--- config.mk ---
export PLATFORM = sky130hd
export DESIGN_NAME = y_alu
export DESIGN_NICKNAME = d
export VERILOG_FILES = /design/src/rtl/y_alu.sv
export SDC_FILE = /design/constraint.sdc
export NUM_CORES = 1
export LEC_CHECK = 0
export CAP_MARGIN = 20
export CORE_AREA = 2 2 106 98
export CTS_CLUSTER_DIAMETER = 40
export DETAILED_ROUTE_END_ITERATION = 12
export DIE_AREA = 0 0 108 100
export PLACE_DENSITY = 0.69
export RECOVER_POWER = 100
export SLEW_MARGIN = 10
export SYNTH_ARGS = -nofsm -noshare
export SYNTH_HDL_FRONTEND = slang
export SYNTH_SLANG_ARGS = --single-unit
--- constraint.sdc ---
create_clock -name clk -period 2.8 [get_ports clk]
set_clock_uncertainty 0.2 [all_clocks]
set_input_delay 0.28 -clock clk [delete_from_list [all_inputs] [get_ports clk]]
set_output_delay 0.28 -clock clk [all_outputs]
set_load 0.01 [all_outputs]
--- src/rtl/y_alu.sv ---
// Registered 32-bit ALU: AND, OR, ADD, SUB and signed SLT behind one shared adder.
// Outputs change only on a rising clk edge or on an asynchronous rst.
module y_alu #(
  parameter int unsigned WIDTH = 32
) (
  input  logic             clk,
  input  logic             rst,
  input  logic [WIDTH-1:0] a,
  input  logic [WIDTH-1:0] b,
  input  logic [2:0]       op,
  output logic [WIDTH-1:0] z,
  output logic             ex
);

  localparam logic [2:0] OpAnd = 3'b000;
  localparam logic [2:0] OpOr  = 3'b001;
  localparam logic [2:0] OpAdd = 3'b010;
  localparam logic [2:0] OpSub = 3'b110;
  localparam logic [2:0] OpSlt = 3'b111;

  logic             sub;
  logic [WIDTH-1:0] b_eff;
  logic [WIDTH-1:0] sum;
  logic             ovf;
  logic             slt;
  logic [WIDTH-1:0] z_d;

  // op[2] selects subtraction for both SUB and SLT: a + ~b + 1.
  assign sub   = op[2];
  assign b_eff = sub ? ~b : b;
  assign sum   = a + b_eff + {{(WIDTH-1){1'b0}}, sub};

  // Signed overflow: like-signed addends producing a sum of the opposite sign.
  assign ovf = (a[WIDTH-1] == b_eff[WIDTH-1]) && (sum[WIDTH-1] != a[WIDTH-1]);
  assign slt = sum[WIDTH-1] ^ ovf;

  always_comb begin
    z_d = '0;
    case (op)
      OpAnd:   z_d = a & b;
      OpOr:    z_d = a | b;
      OpAdd:   z_d = sum;
      OpSub:   z_d = sum;
      OpSlt:   z_d = {{(WIDTH-1){1'b0}}, slt};
      default: z_d = '0;
    endcase
  end

  always_ff @(posedge clk or posedge rst) begin
    if (rst) begin
      z  <= '0;
      ex <= 1'b1;
    end else begin
      z  <= z_d;
      ex <= (z_d == '0);
    end
  end

endmodule

Word-level counts from Yosys, hierarchy flattened
Cells that the tools add are included.

storage, ports and cells
  word-level logic and storage cells = 20
  output and inout port bits = 33
  register bits = 33
  input port bits = 69

cells by class
  add/subtract/negate cells = 2
  bitwise logic cells = 4
  reductions and logical operators = 4
  mux-type cells = 2
  equality and inequality tests = 6

operators with widths
  operator                                                               number
  32-bit one-hot mux with 4 select lines                                 1
  32-bit by 1-bit adder with 32-bit output                               1
  32-bit adder                                                           1
  32-bit AND                                                             1
  32-bit zero test                                                       1
  32-bit two-way mux                                                     1
  32-bit inverter                                                        1
  32-bit bitwise OR                                                      1
  3-bit equality test, second input constant                             2
  3-bit by 1-bit equality test with 1-bit output, second input constant  1
  3-bit by 2-bit equality test with 1-bit output, second input constant  1
  3-bit zero test                                                        1
  2-bit OR reduction                                                     1
  1-bit equality test                                                    1
  1-bit logical AND                                                      1
  1-bit != test                                                          1
  1-bit bitwise XOR                                                      1

Logic depth before layout (Yosys ltp)
  depth in word-level cells = 9
  gate-level depth with buffers = 15

Worst setup path after synthesis
Ideal clock, no wire load.

  kind = input to register
  start = input port op[2]
  end = register ex
  data required time = 2.510 ns
  slack = -0.994 ns
  cell stages on the path = 15
  data arrival time = 3.504 ns
  path through = buf_6 clkbuf_1 xor2_1 inv_1 fa_1 nand2b_1 a211oi_2 o21bai_1 a2111oi_0 nor2_1 o311ai_0 xnor2_1 o21a_1 o2111ai_1 nor4_2

on the way
  longest elaborated chain between the ends = 8

RTL lines
  item                                        RTL line  text
  start: declaration                          10        input logic [2:0] op,
  32-bit two-way mux                          30        assign b_eff = sub ? ~b : b;
  32-bit adder                                31        assign sum = a + b_eff + {{(WIDTH-1){1'b0}}, sub};
  32-bit by 1-bit adder with 32-bit output    31
  1-bit != test                               34        assign ovf = (a[WIDTH-1] == b_eff[WIDTH-1]) && (sum[WIDTH-1] != a[WIDTH-1]);
  1-bit logical AND                           34
  1-bit bitwise XOR                           35        assign slt = sum[WIDTH-1] ^ ovf;
  32-bit one-hot mux with 4 select lines (*)  39        case (op)
  32-bit zero test (*)                        55        ex <= (z_d == '0);
  end signal: assignment                      55
  end: declaration                            12        output logic ex

Mark *: on every way between the ends. The rest lies on a longest branch, timed or not.

Final worst setup path
  start = input port op[2]
  end = register ex

RTL lines
  item                                        RTL line  text
  32-bit two-way mux                          30
  32-bit adder                                31
  32-bit by 1-bit adder with 32-bit output    31
  32-bit one-hot mux with 4 select lines (*)  39
  via z_d[25]                                 26        logic [WIDTH-1:0] z_d;
  32-bit zero test (*)                        55

The timed path passes the listed nets; every way through them passes the cells marked *.

==> reports/metrics.cfg <==
[outcome]
status=finished, violations left
violations=capacitance limit, slew limit, setup timing

[floorplanning]
fp.dieW_um=108
initial_core_util_pct=38.76
rows=35
core_area_um2=9853
die_area_um2=10800
die_h_um=100
ios=102

[worst_hold_path]
holdPathEnd=z[22]$_DFF_PP0_
hold_class=input pin to register
whs_path_depth=5
min_from=b[22]

[sta]
fin_crit_sh_pct=119.2
worst_hold_slack_ps=317.1
tns_ps=-1491
worstMarginPinSlew_ps=1945
postLayoutSetupSlackWorst_ps=-538.0
relSlewSlack_pct=-29.65
fmax_mhz=299.6
min_period_ps=3338
slew_violations=34
final-hold-violation-count=0
finalSetupViolations=7
rsz0062_at_grt=yes

[global_route]
grt_pass1_wl_mm=22.80
grt_pass1_vias=4770
grt_antenna_before_repair=0
overflow=0
grt_use_total_pct=26.69
grt_max_degree=34

[place]
pre_cts_ws_ps=-1195
io_buffers=101
dpl_cell_area_um2=5941
hpwl_mm=10.44
gp_congestion=0.9085

[logic_synthesis]
netlist_instances=461
yosysTopAreaCell=dfrtp_1
dominantRegCellSynth=dfrtp_1
synthMostInstantiatedCell=nand2_1
syn_avg_cell_area_um2=8.283
synth_compound_area_share_pct=25.36
synth_fp_nets=565
ys_ff_latch=33
synth-simple-area-share_pct=15.79
synth_edf_count=0
ys_types=66
synthTopCellsByArea=dfrtp_1 21%, ha_1 11%, xor2_1 9.4%
synthAdderAreaFrac_pct=18.74
synth_top_family_by_area=compound AO/OA/AOI/OAI gates
yosysWarnings=0
synthTopCellsByCount=55 x nand2_1, 41 x xor2_1, 40 x o21ai_0
async_flop_share_pct=100.0
synth-seq-area-share_pct=21.66
synthXorXnorAreaFrac_pct=13.53
yosys.area.top_type_share_pct=20.97
muxShareOfSynthArea_pct=1.147
syn_area_um2=3819

[setup_path]
critPathLaunchType=input pin
path_class=input pin to register
arrival_ps=3330
cp_data_required_time_ps=2800
crit_fanout=5
end_kind=register

[layout]
final_nets=811
layout-area-overhead-vs-synth_pct=79.42
insertedDiodeCount=0
design_area_um2=6852
drive_gt1_share_pct=37.29

[route]
drt-pass1-iter-count=4
viasPerCell=5.458
num_vias=4568
drc_errors=0
initialDrtViolationCount=229
wirelength_mm=14.45
ant_nets=0
wl_per_cell_um=17.26

[clock_tree]
cts_tree=built
numCtsBuffers=5
cts-root-buf=clkbuf_8
htreeDepth=2
clk_path_buf_depth=2
clk_pin_slew_ps=70
clock_sinks=33

[pwr]
powerDensity_nw_per_um2=403.6
p_leak_uw=0.003025
vdd_ir_drop_max_mv=0.1959

[flow_run]
maxCapViolCount=1

-- cell usage in the layout (no fill, tap or decap), types with 4 or more instances in the layout --
cell type | synthesis | layout
a21o_1 | 13 | 13
a21oi_1 | 35 | 20
a21oi_2 | 0 | 11
a21oi_4 | 0 | 4
a31oi_1 | 7 | 7
buf_12 | 0 | 5
buf_4 | 0 | 146
buf_6 | 1 | 12
clkbuf_1 | 18 | 4
clkbuf_8 | 0 | 5
clkdlybuf4s50_1 | 0 | 40
dfrtp_1 | 32 | 32
dlygate4sd2_1 | 0 | 20
dlygate4sd3_1 | 0 | 29
ha_1 | 34 | 22
ha_4 | 0 | 11
inv_1 | 10 | 8
maj3_1 | 27 | 27
nand2_1 | 55 | 52
nand3_1 | 7 | 5
nand4_1 | 8 | 8
nor2_1 | 27 | 19
nor2_2 | 0 | 5
o211ai_1 | 5 | 5
o21a_1 | 5 | 5
o21ai_0 | 40 | 26
o21ai_1 | 4 | 10
o21ai_2 | 2 | 10
xnor2_1 | 18 | 16
xor2_1 | 41 | 35
xor2_2 | 0 | 4
-- final cells by class --
class,instances,area [um2]
multi-input combinational,393,3422
fill,767,3002
timing repair buffer,264,2323
sequential,33,827.0
tap,129,161.4
clock buffer,8,80.08
inverter,10,37.54
-- worst max path at each step --
stage	endpoint	cells after the start	slack, ps	startpoint
3_3_place_gp	ex$_DFF_PP1_	14	-1060	b[1]
6_report	ex$_DFF_PP1_	15	-540	op[2]
3_5_place_dp	ex$_DFF_PP1_	14	-1190	b[1]
2_1_floorplan	ex$_DFF_PP1_	15	-480	op[2]
4_1_cts	ex$_DFF_PP1_	14	-510	op[2]
5_1_grt	ex$_DFF_PP1_	15	-640	op[2]
-- power breakdown --
group          total (uW)  leakage, uW  switching (uW)  internal, uW
clock network         369    0.0000395             192           177
registers             556     0.000424            16.6           539
logic                1840      0.00256             881           960
-- metrics by stage --
stage,power (uW),instances,util [%]
floorplan,1356,461,-
global placement,2047,794,60.29
detailed placement,2071,794,60.29
CTS,2669,832,67.52
global route,2933,837,69.54
finish,2765,837,69.54
-- repair_timing --
item / 4_1_cts / 5_1_grt
buffers inserted: 29 / 5
resized for setup: 132 / 34
pin swaps: 83 / 24
cloned: 1 / 0
setup endpoints to repair: 15 / 12
hold buffers: 0 / 0
-- registers in the layout, summed over array words and instances (netlist names) --
name,flops
z,32
ex,1
-- worst max-delay path: stages --
cell,delay (ps)
buf_12,120
buf_12,130
xor2_1,150
ha_1,330
buf_4,160
nand2_1,90
o21ai_2,170
o21ai_4,110
o211ai_4,270
o31a_1,200
o21ai_2,80
or4_4,570
nor4_4,220
nand4b_1,160
nor4_2,270
-- routing by layer --
| layer | part of all wire (%) | routed length (um) | track usage [%] |
|---|---|---|---|
| met2 | 50 | 7197 | 47.94 |
| met5 | 0 | 0 | 0 |
| met3 | 5.7 | 819 | 3.961 |
| met4 | 3.2 | 466 | 9.172 |
| met1 | 41 | 5965 | 32.49 |
-- cells by family after synthesis --
| group | Yosys count |
|---|---|
| flops | 33 |
| compound gates | 144 |
| simple gates | 124 |
| mux | 4 |
| buf+inv | 35 |
| fa+ha+maj | 62 |
| xor+xnor | 59 |
(Power assumes the default switching activity.)
